### src/rtl/c17_bist_pkg.sv
`default_nettype none
// ============================================================================
// Module      : c17_bist_pkg
// Description : Shared types and constants for the C17 BIST controller.
// Revision    : 1.0 - initial release
// ============================================================================
package c17_bist_pkg;

    typedef enum logic [1:0] {
        ST_IDLE = 2'd0,
        ST_RUN  = 2'd1,
        ST_ZERO = 2'd2,
        ST_DONE = 2'd3
    } state_t;

    // Feedback taps of x^5+x^3+1 in a shift-left register: bits 4 and 2
    localparam logic [4:0] LFSR_TAP_MASK  = 5'b10100;
    localparam logic [7:0] MISR_POLY      = 8'h1D;
    localparam int         PATTERNS       = 32;
    localparam logic [4:0] LAST_RUN_COUNT = 5'(PATTERNS - 2);

    function automatic logic [4:0] lfsr_next(input logic [4:0] s);
        return {s[3:0], ^(s & LFSR_TAP_MASK)};
    endfunction

endpackage
`default_nettype wire

### src/rtl/c17_bist_if.sv
`default_nettype none
// ============================================================================
// Module      : c17_bist_if
// Description : Control/status and CUT-facing signals of the C17 BIST.
// Revision    : 1.0 - initial release
// ============================================================================
interface c17_bist_if;
    logic       start;
    logic       abort;
    logic [4:0] pat_o;
    logic [1:0] resp_i;
    logic       busy;
    logic       done;
    logic       pass;
    logic [7:0] sig_o;

    modport master (
        output start, abort, resp_i,
        input  pat_o, busy, done, pass, sig_o
    );

    modport slave (
        input  start, abort, resp_i,
        output pat_o, busy, done, pass, sig_o
    );
endinterface
`default_nettype wire

### src/rtl/c17_misr.sv
`default_nettype none
// ============================================================================
// Module      : c17_misr
// Description : 8-bit multiple-input signature register, x^8+x^4+x^3+x^2+1.
// Revision    : 1.0 - initial release
// ============================================================================
module c17_misr
    import c17_bist_pkg::*;
(
    input  logic       clk,
    input  logic       rst_n,
    input  logic       clear,
    input  logic       en,
    input  logic [1:0] d,
    output logic [7:0] sig
);

    logic [7:0] r_sig;

    always_ff @(posedge clk or negedge rst_n) begin
        if (!rst_n) begin
            r_sig <= 8'h00;
        end else if (clear) begin
            r_sig <= 8'h00;
        end else if (en) begin
            r_sig <= {r_sig[6:0], 1'b0} ^ ({8{r_sig[7]}} & MISR_POLY) ^ {6'b0, d};
        end
    end

    assign sig = r_sig;

endmodule
`default_nettype wire

### src/rtl/c17_bist.sv
`default_nettype none
// ============================================================================
// Module      : c17_bist
// Description : LFSR pattern generator, run control and MISR for a C17 CUT.
// Revision    : 1.0 - initial release
// ============================================================================
module c17_bist
    import c17_bist_pkg::*;
#(
    parameter logic [4:0] SEED   = 5'b00001,
    parameter logic [7:0] GOLDEN = 8'h00
) (
    input  logic       clk,
    input  logic       rst_n,
    c17_bist_if.slave  bus
);

    state_t     r_state;
    state_t     w_state_nxt;
    logic [4:0] r_pat;
    logic [4:0] r_count;
    logic       r_done;
    logic [7:0] w_sig;
    logic       w_load;
    logic       w_absorb;
    logic       w_set_done;
    logic       w_clear_done;

    always_ff @(posedge clk or negedge rst_n) begin
        if (!rst_n) begin
            r_state <= ST_IDLE;
        end else begin
            r_state <= w_state_nxt;
        end
    end

    always_comb begin
        w_state_nxt  = r_state;
        w_load       = 1'b0;
        w_absorb     = 1'b0;
        w_set_done   = 1'b0;
        w_clear_done = 1'b0;
        if (bus.abort) begin
            w_state_nxt  = ST_IDLE;
            w_clear_done = 1'b1;
        end else begin
            case (r_state)
                ST_IDLE, ST_DONE: begin
                    if (bus.start) begin
                        w_load       = 1'b1;
                        w_clear_done = 1'b1;
                        w_state_nxt  = ST_RUN;
                    end
                end
                ST_RUN: begin
                    w_absorb = 1'b1;
                    if (r_count == LAST_RUN_COUNT) begin
                        w_state_nxt = ST_ZERO;
                    end
                end
                ST_ZERO: begin
                    w_absorb    = 1'b1;
                    w_set_done  = 1'b1;
                    w_state_nxt = ST_DONE;
                end
                default: w_state_nxt = ST_IDLE;
            endcase
        end
    end

    // The all-zero pattern follows the last LFSR state and is held through DONE
    always_ff @(posedge clk or negedge rst_n) begin
        if (!rst_n) begin
            r_pat   <= 5'b00000;
            r_count <= 5'd0;
            r_done  <= 1'b0;
        end else begin
            if (bus.abort) begin
                r_pat <= 5'b00000;
            end else if (w_load) begin
                r_pat <= SEED;
            end else if (w_absorb) begin
                r_pat <= (w_state_nxt == ST_RUN) ? lfsr_next(r_pat) : 5'b00000;
            end

            if (w_load) begin
                r_count <= 5'd0;
            end else if (w_absorb) begin
                r_count <= r_count + 5'd1;
            end

            if (w_clear_done) begin
                r_done <= 1'b0;
            end else if (w_set_done) begin
                r_done <= 1'b1;
            end
        end
    end

    c17_misr u_misr (
        .clk   (clk),
        .rst_n (rst_n),
        .clear (w_load),
        .en    (w_absorb),
        .d     (bus.resp_i),
        .sig   (w_sig)
    );

    assign bus.pat_o = r_pat;
    assign bus.sig_o = w_sig;
    assign bus.busy  = (r_state == ST_RUN) || (r_state == ST_ZERO);
    assign bus.done  = r_done;
    assign bus.pass  = r_done && (w_sig == GOLDEN);

endmodule
`default_nettype wire
### src/flat_wrapper.sv
// flat-port wrapper written by rule: the top's interface ports become plain ports
module c17_bist_flat import c17_bist_pkg::*;
#(
    parameter logic [4:0] SEED   = 5'b00001,
    parameter logic [7:0] GOLDEN = 8'h00
)
  (clk, rst_n, bus_start, bus_abort, bus_resp_i, bus_pat_o, bus_busy, bus_done, bus_pass, bus_sig_o);
  c17_bist_if bus_i ();
  input  logic clk;
  input  logic rst_n;
  input wire logic [$bits(bus_i.start)-1:0] bus_start;
  input wire logic [$bits(bus_i.abort)-1:0] bus_abort;
  input wire logic [$bits(bus_i.resp_i)-1:0] bus_resp_i;
  output wire logic [$bits(bus_i.pat_o)-1:0] bus_pat_o;
  output wire logic [$bits(bus_i.busy)-1:0] bus_busy;
  output wire logic [$bits(bus_i.done)-1:0] bus_done;
  output wire logic [$bits(bus_i.pass)-1:0] bus_pass;
  output wire logic [$bits(bus_i.sig_o)-1:0] bus_sig_o;
  assign bus_i.start = bus_start;
  assign bus_i.abort = bus_abort;
  assign bus_i.resp_i = bus_resp_i;
  assign bus_pat_o = bus_i.pat_o;
  assign bus_busy = bus_i.busy;
  assign bus_done = bus_i.done;
  assign bus_pass = bus_i.pass;
  assign bus_sig_o = bus_i.sig_o;
  c17_bist #(.SEED(SEED), .GOLDEN(GOLDEN)) u_core (.clk(clk), .rst_n(rst_n), .bus(bus_i));
endmodule
### config.mk
export PLATFORM = sky130hd
export DESIGN_NAME = c17_bist_flat
export DESIGN_NICKNAME = d
export VERILOG_FILES = /design/src/rtl/c17_bist_pkg.sv /design/src/rtl/c17_bist_if.sv /design/src/rtl/c17_misr.sv /design/src/rtl/c17_bist.sv /design/src/flat_wrapper.sv
export SDC_FILE = /design/constraint.sdc
export NUM_CORES = 1
export LEC_CHECK = 0
export BUFFER_PORTS_ARGS = -buffer_cell sky130_fd_sc_hd__clkbuf_2
export CORE_MARGIN = 2
export CORE_UTILIZATION = 52
export DETAILED_ROUTE_END_ITERATION = 16
export GPL_ROUTABILITY_DRIVEN = 0
export HOLD_SLACK_MARGIN = 0.15
export MAX_ROUTING_LAYER = met4
export PLACE_DENSITY = 0.79
export SLEW_MARGIN = 10
export SYNTH_ARGS = -nofsm -noshare
export SYNTH_HDL_FRONTEND = slang
export SYNTH_SLANG_ARGS = --single-unit
export TNS_END_PERCENT = 20
### constraint.sdc
create_clock -name clk -period 1.8 [get_ports clk]
set_input_delay 0.09 -clock clk [delete_from_list [all_inputs] [get_ports clk]]
set_output_delay 0.09 -clock clk [all_outputs]
set_load 0.05 [all_outputs]
Word level (Yosys, flattened, before mapping) --
Cells that the tools add are included.
Word-level totals: register bits after elaboration 21, latch bits 0, RAM bits 0, memory bits (read-only) 0, input port bits 6, output and inout port bits 16, logic and storage cells 45, memories kept 0
Cells by class: $add $sub $neg 1, multiply operators 0, div/mod/pow operators 0, magnitude comparators 0, equal/unequal tests 5, shifts and indexed selects 0, multiplexer cells 22, bitwise gates (word level) 2, reduce and logical (&&, ||, !) cells 10
Operators with widths (number):
- $mux 5 | 6
- $mux 8 | 2
- $mux 1 | 10
- $logic_not 8->1 | 1
- $xor 8x2->8 | 1
- $xor 8x5->8 | 1
- $mux 2 | 3
- $pmux 2 s3 | 1
- $add 5x1->5 const B | 1
- $eq 5x5->1 const B | 1
- $reduce_xor 5->1 | 1
- $eq 2x1->1 const B | 2
- $eq 2x2->1 const B | 2
- $reduce_bool 2->1 | 2
- $reduce_or 2->1 | 2
- $reduce_bool 3->1 | 1
- $logic_not 2->1 | 1
- $logic_and 1x1->1 | 1
- $logic_or 1x1->1 | 1

Longest topological paths before layout --
depth in word-level cells 9, gate-level depth with buffers 7, depth with buffers taken out 5

By module --
A second synthesis with hierarchy kept.
Unflattened totals: cell total of the unflattened synthesis 108, area total of the unflattened synthesis 1096.1 µm²
Modules (own cells, without submodules):
- c17_bist | times used 1, cells an instance 76, area each 706.9 µm²
- c17_misr | times used 1, cells an instance 32, area each 389.1 µm²

Worst setup path after synthesis --
No wires, ideal clock.
path type register to output, start reg u_core.u_misr.r_sig[7], in the netlist u_core.u_misr.sig[7], end out bus_pass, arrival time 2032 ps, setup slack -322 ps, cell stages (with the launch flop) 5, path buffers 1, cells stage by stage dfrtp_1 buf_2 nor4_1 nand3b_1 nor4_2
Between the ends: longest elaborated chain between the ends 2
Ends and longest elaborated chain:
- from (decl) | line c17_misr.sv:18 | logic [7:0] r_sig;
- from (signal assigned) | line c17_misr.sv:26 | r_sig <= {r_sig[6:0], 1'b0} ^ ({8{r_sig[7]}} & MISR_POLY) ^ {6'b0, d};
- $logic_not 8->1 | line c17_bist.sv:113 | assign bus.pass = r_done && (w_sig == GOLDEN);
- $logic_and 1x1->1 | line c17_bist.sv:113
- to (decl) | line flat_wrapper.sv:17 | output wire logic [$bits(bus_i.pass)-1:0] bus_pass;
Every way passes these cells.

Worst setup path in the final report --
start reg u_core.u_misr.r_sig[2], in the netlist u_core.u_misr.sig[2], end out bus_pass
Same word-level chain as after synthesis.

==> impl_metrics.json <==
{
  "synth_edf_count": 0,
  "rsz0062_at_grt": "yes",
  "drc": 0,
  "grt_pass1_wl_mm": 3.56,
  "viasPerCell": 5.69,
  "cp_top_family": "simple AND/OR/NAND/NOR gates",
  "fillers": 153,
  "io_buffers": 21,
  "cts_buffers": 3,
  "synth_nets": 100,
  "r2r_cells": 6,
  "first_pass_iters": 4,
  "drt-wirelength-per-cell_microns": 14.5,
  "syn_inst": 90,
  "reg2reg_setup_slack_ns": 0.18,
  "hold_path_class": "in2async",
  "grt_max_degree": 22,
  "drtAntennaViolNets": 0,
  "required_ns": 1.71,
  "clockPowerShare_pct": 20.8,
  "die_h_microns": 49.1,
  "synth_ff_type": "dfrtp_1",
  "slew_headroom_pct": 66.4,
  "fmax_mhz": 581,
  "die_area_sq_um": 2410,
  "finalCritPeriodShare_pct": 95.5,
  "crit_buf_inv": 1,
  "period_needed_ns": 1.72,
  "area_delta_synth_final_pct": 20.4,
  "synth_area_leaders": "dfrtp_1, a22o_1, xor2_1",
  "cp-endpoint": "bus_pass",
  "cts_tree": "built",
  "leakagePower_nw": 0.629,
  "clkLatencyLatePin_ns": 0.30,
  "synth_top_area_share_pct": 49.8,
  "power.density_nw_per_um2": 843,
  "end_kind": "primary output",
  "clockBufferDepth": 2,
  "drive_gt1_share_pct": 30.2,
  "antenna_found_initial": 0,
  "wirelength_mm": 2.07,
  "row_count": 16,
  "cts_root_buf": "clkbuf_4",
  "p_int_w": 0.000701,
  "cp_slowest_stage_delay_ns": 0.45,
  "critPathKind": "reg2out",
  "crit_cells": 4,
  "setup_tns_ns": 0,
  "clock_sinks": 21,
  "coreArea_sq_um": 1940,
  "startpoint": "u_core.u_misr.sig[2]",
  "finalHoldViolCount": 0,
  "avgSynthCellArea_sq_um": 11.7,
  "layout.nets": 127,
  "drv_cap": 0,
  "placed_cell_area_sq_um": 1160,
  "r2r-start": "u_core.r_state[0]",
  "die_x_microns": 49.1,
  "p_sw_w": 0.000370,
  "ir_worst_vdd_mv": 0.496,
  "rr_endpoint": "u_core.r_count[3]",
  "yosysSeqAreaShare_pct": 49.8,
  "yosys_warnings": 0,
  "report.final.slew_viol_count": 0,
  "grt_usage_pct": 20.2,
  "worst_pin_slew_ns": 0.504,
  "cp-start-kind": "register",
  "overflow": 0,
  "synth_area_sq_um": 1060,
  "start_util_pct": 54.4,
  "seq_power_share_pct": 54.2,
  "grt_pass1_vias": 779,
  "outcome": "finished clean",
  "clk_pin_slew_ns": 0.11,
  "skew_ns": 0.00686,
  "yosysTopAreaCell": "dfrtp_1",
  "io_pins": 22,
  "synth_cell_types": 33,
  "synthArstFlopShare_pct": 100,
  "ctsHtreeMaxLevel": 1,
  "crit_chain": "nor4_2 > nand3b_1 > nor4_4 > clkbuf_8",
  "crit_slowest_cell": "dfrtp_1",
  "cp.arrival_ns": 1.63,
  "antenna_cells": 0,
  "combPwrFrac_pct": 25.0,
  "finalInstanceArea_sq_um": 1270,
  "vias": 813,
  "report.final.setup_viol": 0,
  "hpwl_mm": 1.44,
  "p_total_w": 0.00107,
  "cp_max_fo": 4,
  "switching_share_pct": 34.6,
  "drt_first_iter_violations": 12,
  "ys_ff_latch": 21
}
[per-stage QoR]
step	hold WS [ns]	util, %	std cells	setup WS [ns]
finish	0.266	65.5	143	0.0803
floorplan	-0.206	-	90	0.00813
global route	0.340	65.5	143	-0.0819
CTS	0.285	64.8	143	0.0398
global placement	0.0784	60.0	133	0.142
detailed placement	0.0797	60.0	133	0.0580
[metal layers]
layer,vias up,share of wire [%],wire length [microns],track usage [%]
li1,387,-,-,-
met4,0,1.6,34,7.14
met3,5,3.6,75,3.68
met2,26,50,1030,32.9
met5,-,0,0,-
met1,395,45,933,25.2
[power groups by stage]
| stage | logic [W] | registers (W) | clock network (W) |
|---|---|---|---|
| 2_1_floorplan | 0.000160 | 0.000620 | 0 |
| 3_3_place_gp | 0.000247 | 0.000581 | 0 |
| 3_5_place_dp | 0.000250 | 0.000585 | 0 |
| 4_1_cts | 0.000262 | 0.000576 | 0.000231 |
| 5_1_grt | 0.000295 | 0.000591 | 0.000258 |
| 6_report | 0.000268 | 0.000581 | 0.000223 |
[cells in the final DEF (no fill, tap or decap), types with 3 or more instances in the layout]
master         instances
buf_4                  3
inv_1                  4
ha_1                   3
nor2_1                 5
nand3_1                3
nand2_1                3
clkbuf_2              19
dfrtp_1               20
clkbuf_4               3
xor2_1                 6
a22o_1                12
dlygate4sd3_1          5
[kinds of logic after synthesis]
group,Yosys count,share of synthesized area [%]
compound gates,25,18.8
xor+xnor,6,4.98
fa+ha+maj,4,4.74
buf+inv,10,5.92
flops,21,49.8
mux,2,2.01
simple gates,22,13.7
[layout make-up]
cell class / instances / area (sq um) / area share (%)
Multi-Input combinational cell: 59 / 488 / 38.4
Timing Repair Buffer: 28 / 181 / 14.3
Inverter: 4 / 15.0 / 1.18
Sequential cell: 21 / 527 / 41.4
Tap cell: 27 / 33.8 / 2.66
Clock buffer: 4 / 26.3 / 2.07
[Yosys cell counts, types with 2 or more instances]
cell type	instances
xor2_1	6
buf_2	2
a22o_1	12
buf_6	2
a21oi_1	2
nor2_1	5
inv_1	4
ha_1	4
nand3_1	3
nand2b_1	2
nand2_1	3
a41oi_1	2
dfrtp_1	21
buf_4	2
a31oi_1	2
[sequential cells by signal, indices dropped and copies added (netlist names)]
register           count
u_core.u_misr.sig      8
u_core.r_state         2
u_core.bus.done        1
u_core.bus.pat_o       5
u_core.r_count         5
[repair_timing]
item | in CTS | in global routing
setup endpoints to repair | 1 | 10
buffers inserted | 1 | 0
endpoints found under the hold margin | 27 | 0
hold buffers | 5 | 0
resized for setup | 2 | 6
[worst min path at each step]
stage,end,depth (start not counted)
4_1_cts,u_core.bus.pat_o[3],2
3_3_place_gp,u_core.bus.pat_o[4],1
5_1_grt,u_core.bus.pat_o[4],2
3_5_place_dp,u_core.bus.pat_o[3],1
6_report,u_core.bus.pat_o[4],2
2_1_floorplan,u_core.bus.done,0
Note: power is estimated with default switching activity, not from simulation.
